**config.mk**
```make
export PLATFORM = sky130hd
export DESIGN_NAME = hand_dealer_flat
export DESIGN_NICKNAME = d
export VERILOG_FILES = /design/src/rtl/hand_dealer_if.sv /design/src/rtl/hand_dealer.sv /design/src/flat_wrapper.sv
export SDC_FILE = /design/constraint.sdc
export NUM_CORES = 1
export LEC_CHECK = 0
export CAP_MARGIN = 40
export CORE_UTILIZATION = 60
export DETAILED_ROUTE_END_ITERATION = 10
export DONT_BUFFER_PORTS = 1
export GPL_TIMING_DRIVEN = 0
export PLACE_DENSITY_LB_ADDON = 0.2
export RECOVER_POWER = 100
export SYNTH_ARGS = -nofsm -noshare
export SYNTH_HDL_FRONTEND = slang
export SYNTH_SLANG_ARGS = --single-unit
```
**constraint.sdc**
```tcl
create_clock -name clk -period 6.78 [get_ports clk]
set_input_delay 1.356 -clock clk [delete_from_list [all_inputs] [get_ports clk]]
set_output_delay 1.356 -clock clk [all_outputs]
set_load 0.02 [all_outputs]
```
**src/rtl/hand_dealer_if.sv**
```systemverilog
// Request/response bundle between a card-dealing client and hand_dealer.
interface hand_dealer_if;
    logic       deal_req;
    logic       deal_to;
    logic       clear;
    logic [3:0] pcard1;
    logic [3:0] pcard2;
    logic [3:0] pcard3;
    logic [3:0] dcard1;
    logic [3:0] dcard2;
    logic [3:0] dcard3;
    logic [3:0] pscore;
    logic [3:0] dscore;
    logic       busy;
    logic       deal_ack;
    logic       deal_err;

    // Client side: issues requests, observes hands and status.
    modport master (
        output deal_req, deal_to, clear,
        input  pcard1, pcard2, pcard3, dcard1, dcard2, dcard3,
        input  pscore, dscore, busy, deal_ack, deal_err
    );

    // Dealer side.
    modport slave (
        input  deal_req, deal_to, clear,
        output pcard1, pcard2, pcard3, dcard1, dcard2, dcard3,
        output pscore, dscore, busy, deal_ack, deal_err
    );
endinterface

```
**src/rtl/hand_dealer.sv**
```systemverilog
// Deals cards from a free-running 1..13 deck counter into a player or dealer
// hand of three slots and keeps a registered mod-10 score for each hand.
module hand_dealer (
    input  logic         clk,
    input  logic         resetb,
    hand_dealer_if.slave bus
);
    localparam int unsigned CW       = 4;   // card / score width
    localparam int unsigned SW       = 5;   // score sum width before modulo
    localparam int unsigned DECK_MAX = 13;

    typedef logic [2:0][CW-1:0] hand_t;
    typedef enum logic [1:0] {IDLE, LOAD, SCORE} state_t;

    state_t          state;
    state_t          state_next;
    logic [CW-1:0]   deck_cnt;
    logic [CW-1:0]   card;
    logic            deal_dst;
    hand_t           pslot;
    hand_t           dslot;
    logic [CW-1:0]   pscore;
    logic [CW-1:0]   dscore;
    logic            busy_r;
    logic            ack_r;
    logic            err_r;

    logic            accept;
    logic            load_en;
    logic            score_en;
    logic            ack_next;
    logic            err_next;
    logic            busy_next;
    logic            target_full;

    // Scoring value: A..9 at face value, tens/faces and empty slots count 0.
    function automatic logic [CW-1:0] card_value(input logic [CW-1:0] c);
        return (c != '0 && c <= CW'(9)) ? c : '0;
    endfunction

    // Full-width sum of the three slot values, then reduced mod 10.
    function automatic logic [CW-1:0] hand_score(input hand_t h);
        logic [SW-1:0] sum;
        sum = SW'(card_value(h[0])) + SW'(card_value(h[1])) + SW'(card_value(h[2]));
        return CW'(sum % SW'(10));
    endfunction

    // Place a card into the lowest-numbered empty slot.
    function automatic hand_t insert_card(input hand_t h, input logic [CW-1:0] c);
        hand_t r;
        r = h;
        if (h[0] == '0)
            r[0] = c;
        else if (h[1] == '0)
            r[1] = c;
        else if (h[2] == '0)
            r[2] = c;
        return r;
    endfunction

    assign target_full = bus.deal_to ? (dslot[2] != '0) : (pslot[2] != '0);

    // Free-running deck counter, 1..13, independent of requests and clear.
    always_ff @(posedge clk or negedge resetb) begin
        if (!resetb)
            deck_cnt <= CW'(1);
        else if (deck_cnt == CW'(DECK_MAX))
            deck_cnt <= CW'(1);
        else
            deck_cnt <= deck_cnt + CW'(1);
    end

    // FSM next state and per-edge strobes; clear overrides everything.
    always_comb begin
        state_next = state;
        accept     = 1'b0;
        load_en    = 1'b0;
        score_en   = 1'b0;
        ack_next   = 1'b0;
        err_next   = 1'b0;
        if (!bus.clear) begin
            case (state)
                IDLE: begin
                    if (bus.deal_req) begin
                        if (target_full) begin
                            err_next = 1'b1;
                        end else begin
                            accept     = 1'b1;
                            state_next = LOAD;
                        end
                    end
                end
                LOAD: begin
                    load_en    = 1'b1;
                    state_next = SCORE;
                end
                SCORE: begin
                    score_en   = 1'b1;
                    ack_next   = 1'b1;
                    state_next = IDLE;
                end
                default: state_next = IDLE;
            endcase
        end else begin
            state_next = IDLE;
        end
        busy_next = (state_next == LOAD) || (state_next == SCORE);
    end

    // FSM state and registered status pulses.
    always_ff @(posedge clk or negedge resetb) begin
        if (!resetb) begin
            state  <= IDLE;
            busy_r <= 1'b0;
            ack_r  <= 1'b0;
            err_r  <= 1'b0;
        end else begin
            state  <= state_next;
            busy_r <= busy_next;
            ack_r  <= ack_next;
            err_r  <= err_next;
        end
    end

    // Latch the dealt card and its destination when a request is accepted.
    always_ff @(posedge clk or negedge resetb) begin
        if (!resetb) begin
            card     <= '0;
            deal_dst <= 1'b0;
        end else if (accept) begin
            card     <= deck_cnt;
            deal_dst <= bus.deal_to;
        end
    end

    // Hand slots: cleared together, written one card per LOAD.
    always_ff @(posedge clk or negedge resetb) begin
        if (!resetb) begin
            pslot <= '0;
            dslot <= '0;
        end else if (bus.clear) begin
            pslot <= '0;
            dslot <= '0;
        end else if (load_en) begin
            if (deal_dst)
                dslot <= insert_card(dslot, card);
            else
                pslot <= insert_card(pslot, card);
        end
    end

    // Scores recomputed from the already-updated slots, one edge after LOAD.
    always_ff @(posedge clk or negedge resetb) begin
        if (!resetb) begin
            pscore <= '0;
            dscore <= '0;
        end else if (bus.clear) begin
            pscore <= '0;
            dscore <= '0;
        end else if (score_en) begin
            if (deal_dst)
                dscore <= hand_score(dslot);
            else
                pscore <= hand_score(pslot);
        end
    end

    assign bus.pcard1   = pslot[0];
    assign bus.pcard2   = pslot[1];
    assign bus.pcard3   = pslot[2];
    assign bus.dcard1   = dslot[0];
    assign bus.dcard2   = dslot[1];
    assign bus.dcard3   = dslot[2];
    assign bus.pscore   = pscore;
    assign bus.dscore   = dscore;
    assign bus.busy     = busy_r;
    assign bus.deal_ack = ack_r;
    assign bus.deal_err = err_r;
endmodule

```
**src/flat_wrapper.sv**
```systemverilog
// flat-port wrapper written by rule: the top's interface ports become plain ports
module hand_dealer_flat 
  (clk, resetb, bus_deal_req, bus_deal_to, bus_clear, bus_pcard1, bus_pcard2, bus_pcard3, bus_dcard1, bus_dcard2, bus_dcard3, bus_pscore, bus_dscore, bus_busy, bus_deal_ack, bus_deal_err);
  hand_dealer_if bus_i ();
  input  logic clk;
  input  logic resetb;
  input wire logic [$bits(bus_i.deal_req)-1:0] bus_deal_req;
  input wire logic [$bits(bus_i.deal_to)-1:0] bus_deal_to;
  input wire logic [$bits(bus_i.clear)-1:0] bus_clear;
  output wire logic [$bits(bus_i.pcard1)-1:0] bus_pcard1;
  output wire logic [$bits(bus_i.pcard2)-1:0] bus_pcard2;
  output wire logic [$bits(bus_i.pcard3)-1:0] bus_pcard3;
  output wire logic [$bits(bus_i.dcard1)-1:0] bus_dcard1;
  output wire logic [$bits(bus_i.dcard2)-1:0] bus_dcard2;
  output wire logic [$bits(bus_i.dcard3)-1:0] bus_dcard3;
  output wire logic [$bits(bus_i.pscore)-1:0] bus_pscore;
  output wire logic [$bits(bus_i.dscore)-1:0] bus_dscore;
  output wire logic [$bits(bus_i.busy)-1:0] bus_busy;
  output wire logic [$bits(bus_i.deal_ack)-1:0] bus_deal_ack;
  output wire logic [$bits(bus_i.deal_err)-1:0] bus_deal_err;
  assign bus_i.deal_req = bus_deal_req;
  assign bus_i.deal_to = bus_deal_to;
  assign bus_i.clear = bus_clear;
  assign bus_pcard1 = bus_i.pcard1;
  assign bus_pcard2 = bus_i.pcard2;
  assign bus_pcard3 = bus_i.pcard3;
  assign bus_dcard1 = bus_i.dcard1;
  assign bus_dcard2 = bus_i.dcard2;
  assign bus_dcard3 = bus_i.dcard3;
  assign bus_pscore = bus_i.pscore;
  assign bus_dscore = bus_i.dscore;
  assign bus_busy = bus_i.busy;
  assign bus_deal_ack = bus_i.deal_ack;
  assign bus_deal_err = bus_i.deal_err;
  hand_dealer u_core (.clk(clk), .resetb(resetb), .bus(bus_i));
endmodule
```
==> parameters.txt <==
Parameter                              Value

Finish
  Most common library cell in the layout ignoring fill and taps ... dfrtp_1
  Final design utilization ... 67.4%
  Ratio of cells with drive above 1 in the final layout ... 8.49%
  Total Nets Final ... 291
  Commonest non-fill, non-tap cells in the layout ... dfrtp_1, nor2_1, nand2_1, a21oi_1, o21ai_0
  Post-route non-filler standard cell count ... 321
  Area growth from synthesis to final layout ... 4.16%
  Diode count ... 0

Power and ir drop
  Max rail drop VDD ... 0.000224 V
  Static leakage power ... 0.00126 µW
  Power per standard cell area ... 434 nW/µm²

GRT
  Total Routing Usage GR ... 24.8%
  Initial antenna violation count ... 0
  Number of global-route vias before repair ... 1828
  Global-route wire length before repair ... 8430 µm
  Final global-route overflow total ... 0
  Pin count of the biggest net entering global routing ... 47

Worst setup path
  Reg-to-reg endpoint ... u_core.bus.dscore[2]
  Required time of the critical path ... 6.99 ns
  Source of the worst register-to-register timing path ... u_core.bus.dcard1[1]
  CP Data Arrival Time ... 3.34 ns
  CP Max Fanout ... 8
  Kind of end point of the critical path ... register
  Reg2Reg Setup Slack ... 3.65 ns
  Nature of the critical path startpoint ... register
  Crit Path Category ... reg2reg
  R2R depth ... 8

Logic synthesis
  Cell type with the highest aggregate area in the netlist ... dfrtp_1
  Largest cells by area after synthesis ... dfrtp_1, fa_1, nor2_1, mux2_2, a21oi_1
  Total nets after synthesis ... 284
  Dominant register cell in the synthesized netlist ... dfrtp_1
  Cell variety after synth ... 48
  Number of enable flip-flop cells after synthesis ... 0
  Netlist area before placement ... 2680 µm²
  Yosys Warn Count ... 0
  Number of storage elements in the synthesis netlist ... 46
  Share of the synthesized area in the top cell type ... 42.0%
  Avg Inst Size Synth ... 10.2 µm²
  Fraction of the yosys area taken by sequential cells ... 43.0%
  Synth Instances ... 263
  Proportion of synthesized flip-flops having asynchronous set or reset ... 100%

Timing
  Unrepaired setup endpoints after global routing ... no
  Fin Clk Skew ... 0.00947 ns
  Minimum period implied by the final worst setup slack ... 3.13 ns
  Final setup violation count ... 0
  Hold violation count in the final report ... 0
  Final slew viol count ... 0
  Worst-Margin Slew ... 0.840 ns
  Worst path setup slack after routing ... 3.65 ns
  Relative slew slack ... 43.3%
  Tcrit/Tclk final ... 46.2%
  Setup tns final ... 0 ns
  Highest clock frequency the design can meet ... 320 MHz
  Final Hold Slack ... 0.490 ns

Floorplanning
  Core region area ... 4140 µm²
  Horiz. Die Dim ... 68.8 µm
  Initial core utilization ... 64.7%
  Floorplan die area ... 4740 µm²
  Ports placed on the boundary ... 40
  Die Span Y ... 68.8 µm
  Placement Rows ... 23

Routing
  DR DRC count ... 0
  Total routed wirelength ... 5240 µm
  Number of detailed-route iterations in the first pass ... 4
  Total number of vias ... 1935
  Routed len/inst ... 16.3 µm
  Amount of wire on met2 after detailed routing ... 2550 µm
  Iteration-0 DRC count of the detailed router ... 77
  Met3 layer wire length in the routed design ... 302 µm
  Post-route antenna net violation count ... 0
  Highest metal layer used by the detailed router ... met4
  Number of vias per cell after detailed routing ... 6.03
  Total routed wire length on the met1 layer ... 2320 µm

Placement
  Count of input and output buffers ... 0
  Half-perimeter wire length after placement ... 3910 µm
  Worst slack at placement ... 3.75 ns
  Dpl cells ... 313
  Routability Congestion ... 0.800

CTS
  Total CTS buffers ... 5
  Clock Tree Root ... clkbuf_8
  Clk slew on worst S/H paths ... 0.08 ns
  H-tree lvl count ... 2
  CTS tree ... built
  # hold bufs at CTS ... 0
  Clock tree buffer depth ... 2
  Cells resized by post-CTS repair ... 0
  Number of setup buffers added after CTS ... 0
  Clock insertion delay at the later pin of the skew report ... 0.30 ns
  Number of sinks handled by clock tree synthesis ... 46

Flow run
  Number of maximum-capacitance violations ... 0

Worst hold path
  Hold path start ... u_core.card[2]
  Terminating pin of the worst hold path ... u_core.card[2]
  Class of the worst hold path ... reg2reg
  WHS Path Cells ... 1

Run status
  Result of the run ... complete, no violations
-- routing by layer --
layer,vias to the layer above,global-route usage (%)
met5,-,0
met4,0,7.65
met3,8,7.89
met2,52,39.7
met1,936,32.2
li1,939,-
-- power by group --
part | total, µW | internal, µW | switching (µW)
logic | 577 | 252 | 325
clock network | 162 | 72.6 | 89.0
registers | 474 | 331 | 143
total | 1210 | 655 | 557
-- sequential cells by signal, indices dropped and copies added (netlist names) --
register and count:
u_core.deck_cnt 4, u_core.bus.dscore 4, u_core.card 4, u_core.bus.pcard3 4, u_core.deal_dst 1, u_core.state 2, u_core.bus.dcard2 4, u_core.bus.busy 1
u_core.bus.pcard1 4, u_core.bus.dcard1 4, u_core.bus.dcard3 4, u_core.bus.deal_ack 1, u_core.bus.pcard2 4, u_core.bus.pscore 4, u_core.bus.deal_err 1
-- critical path, stage by stage (launching register included) --
cell	delay, ns
dfrtp_1	0.58
nor2b_1	0.22
fa_1	0.43
ha_1	0.24
fa_1	0.38
xnor2_1	0.50
nor2_1	0.10
or4_1	0.42
a31oi_1	0.18
-- synth_stat cells (2+ instances only) --
library cell,number
a21oi_1,22
a31oi_1,3
a41o_1,3
buf_1,2
dfrtp_1,45
fa_1,10
ha_1,6
inv_1,11
mux2_1,5
mux2_2,11
mux2i_1,4
nand2_1,28
nand2b_1,6
nand3_1,3
nand4b_1,2
nor2_1,33
nor2b_1,15
nor3_1,3
nor4_1,2
o21ai_0,20
o41ai_4,2
-- stage by stage --
step | area [µm²] | total power (µW)
floorplan | 2680 | 948
global placement | 2740 | 1050
detailed placement | 2740 | 1070
CTS | 2830 | 1230
global route | 2790 | 1310
finish | 2790 | 1210
-- worst max path at each step --
| stage | startpoint | end | slack, ns | cells past startpoint |
|---|---|---|---|---|
| finish | u_core.bus.dcard1[1] | u_core.bus.dscore[2] | 3.65 | 8 |
| global route | u_core.bus.dcard1[1] | u_core.bus.dscore[2] | 3.47 | 8 |
| CTS | u_core.bus.dcard2[1] | u_core.bus.dscore[1] | 3.72 | 9 |
| detailed placement | u_core.bus.dcard2[1] | u_core.bus.dscore[1] | 3.75 | 9 |
| global placement | u_core.bus.dcard2[1] | u_core.bus.dscore[1] | 3.79 | 9 |
| floorplan | u_core.bus.dcard1[1] | u_core.bus.dscore[1] | 3.95 | 9 |
-- layout make-up --
class / count / area, µm²
Inverter: 11 / 41.3
Buffer: 4 / 15.0
Sequential cell: 46 / 1150
Tap cell: 50 / 62.6
Multi-Input combinational cell: 202 / 1430
Fill cell: 341 / 1350
Clock buffer: 6 / 72.6
Clock inverter: 2 / 15.0
-- kinds of logic after synthesis --
group	share of synthesized area, %
XOR/XNOR	2.71
AO/OA/AOI/OAI	14.5
buffers and inverters	2.15
multiplexers	8.22
flip-flops	43.0
AND/OR/NAND/NOR	19.1
adder cells (fa/ha/maj)	10.3
(Power assumes the default switching activity.)
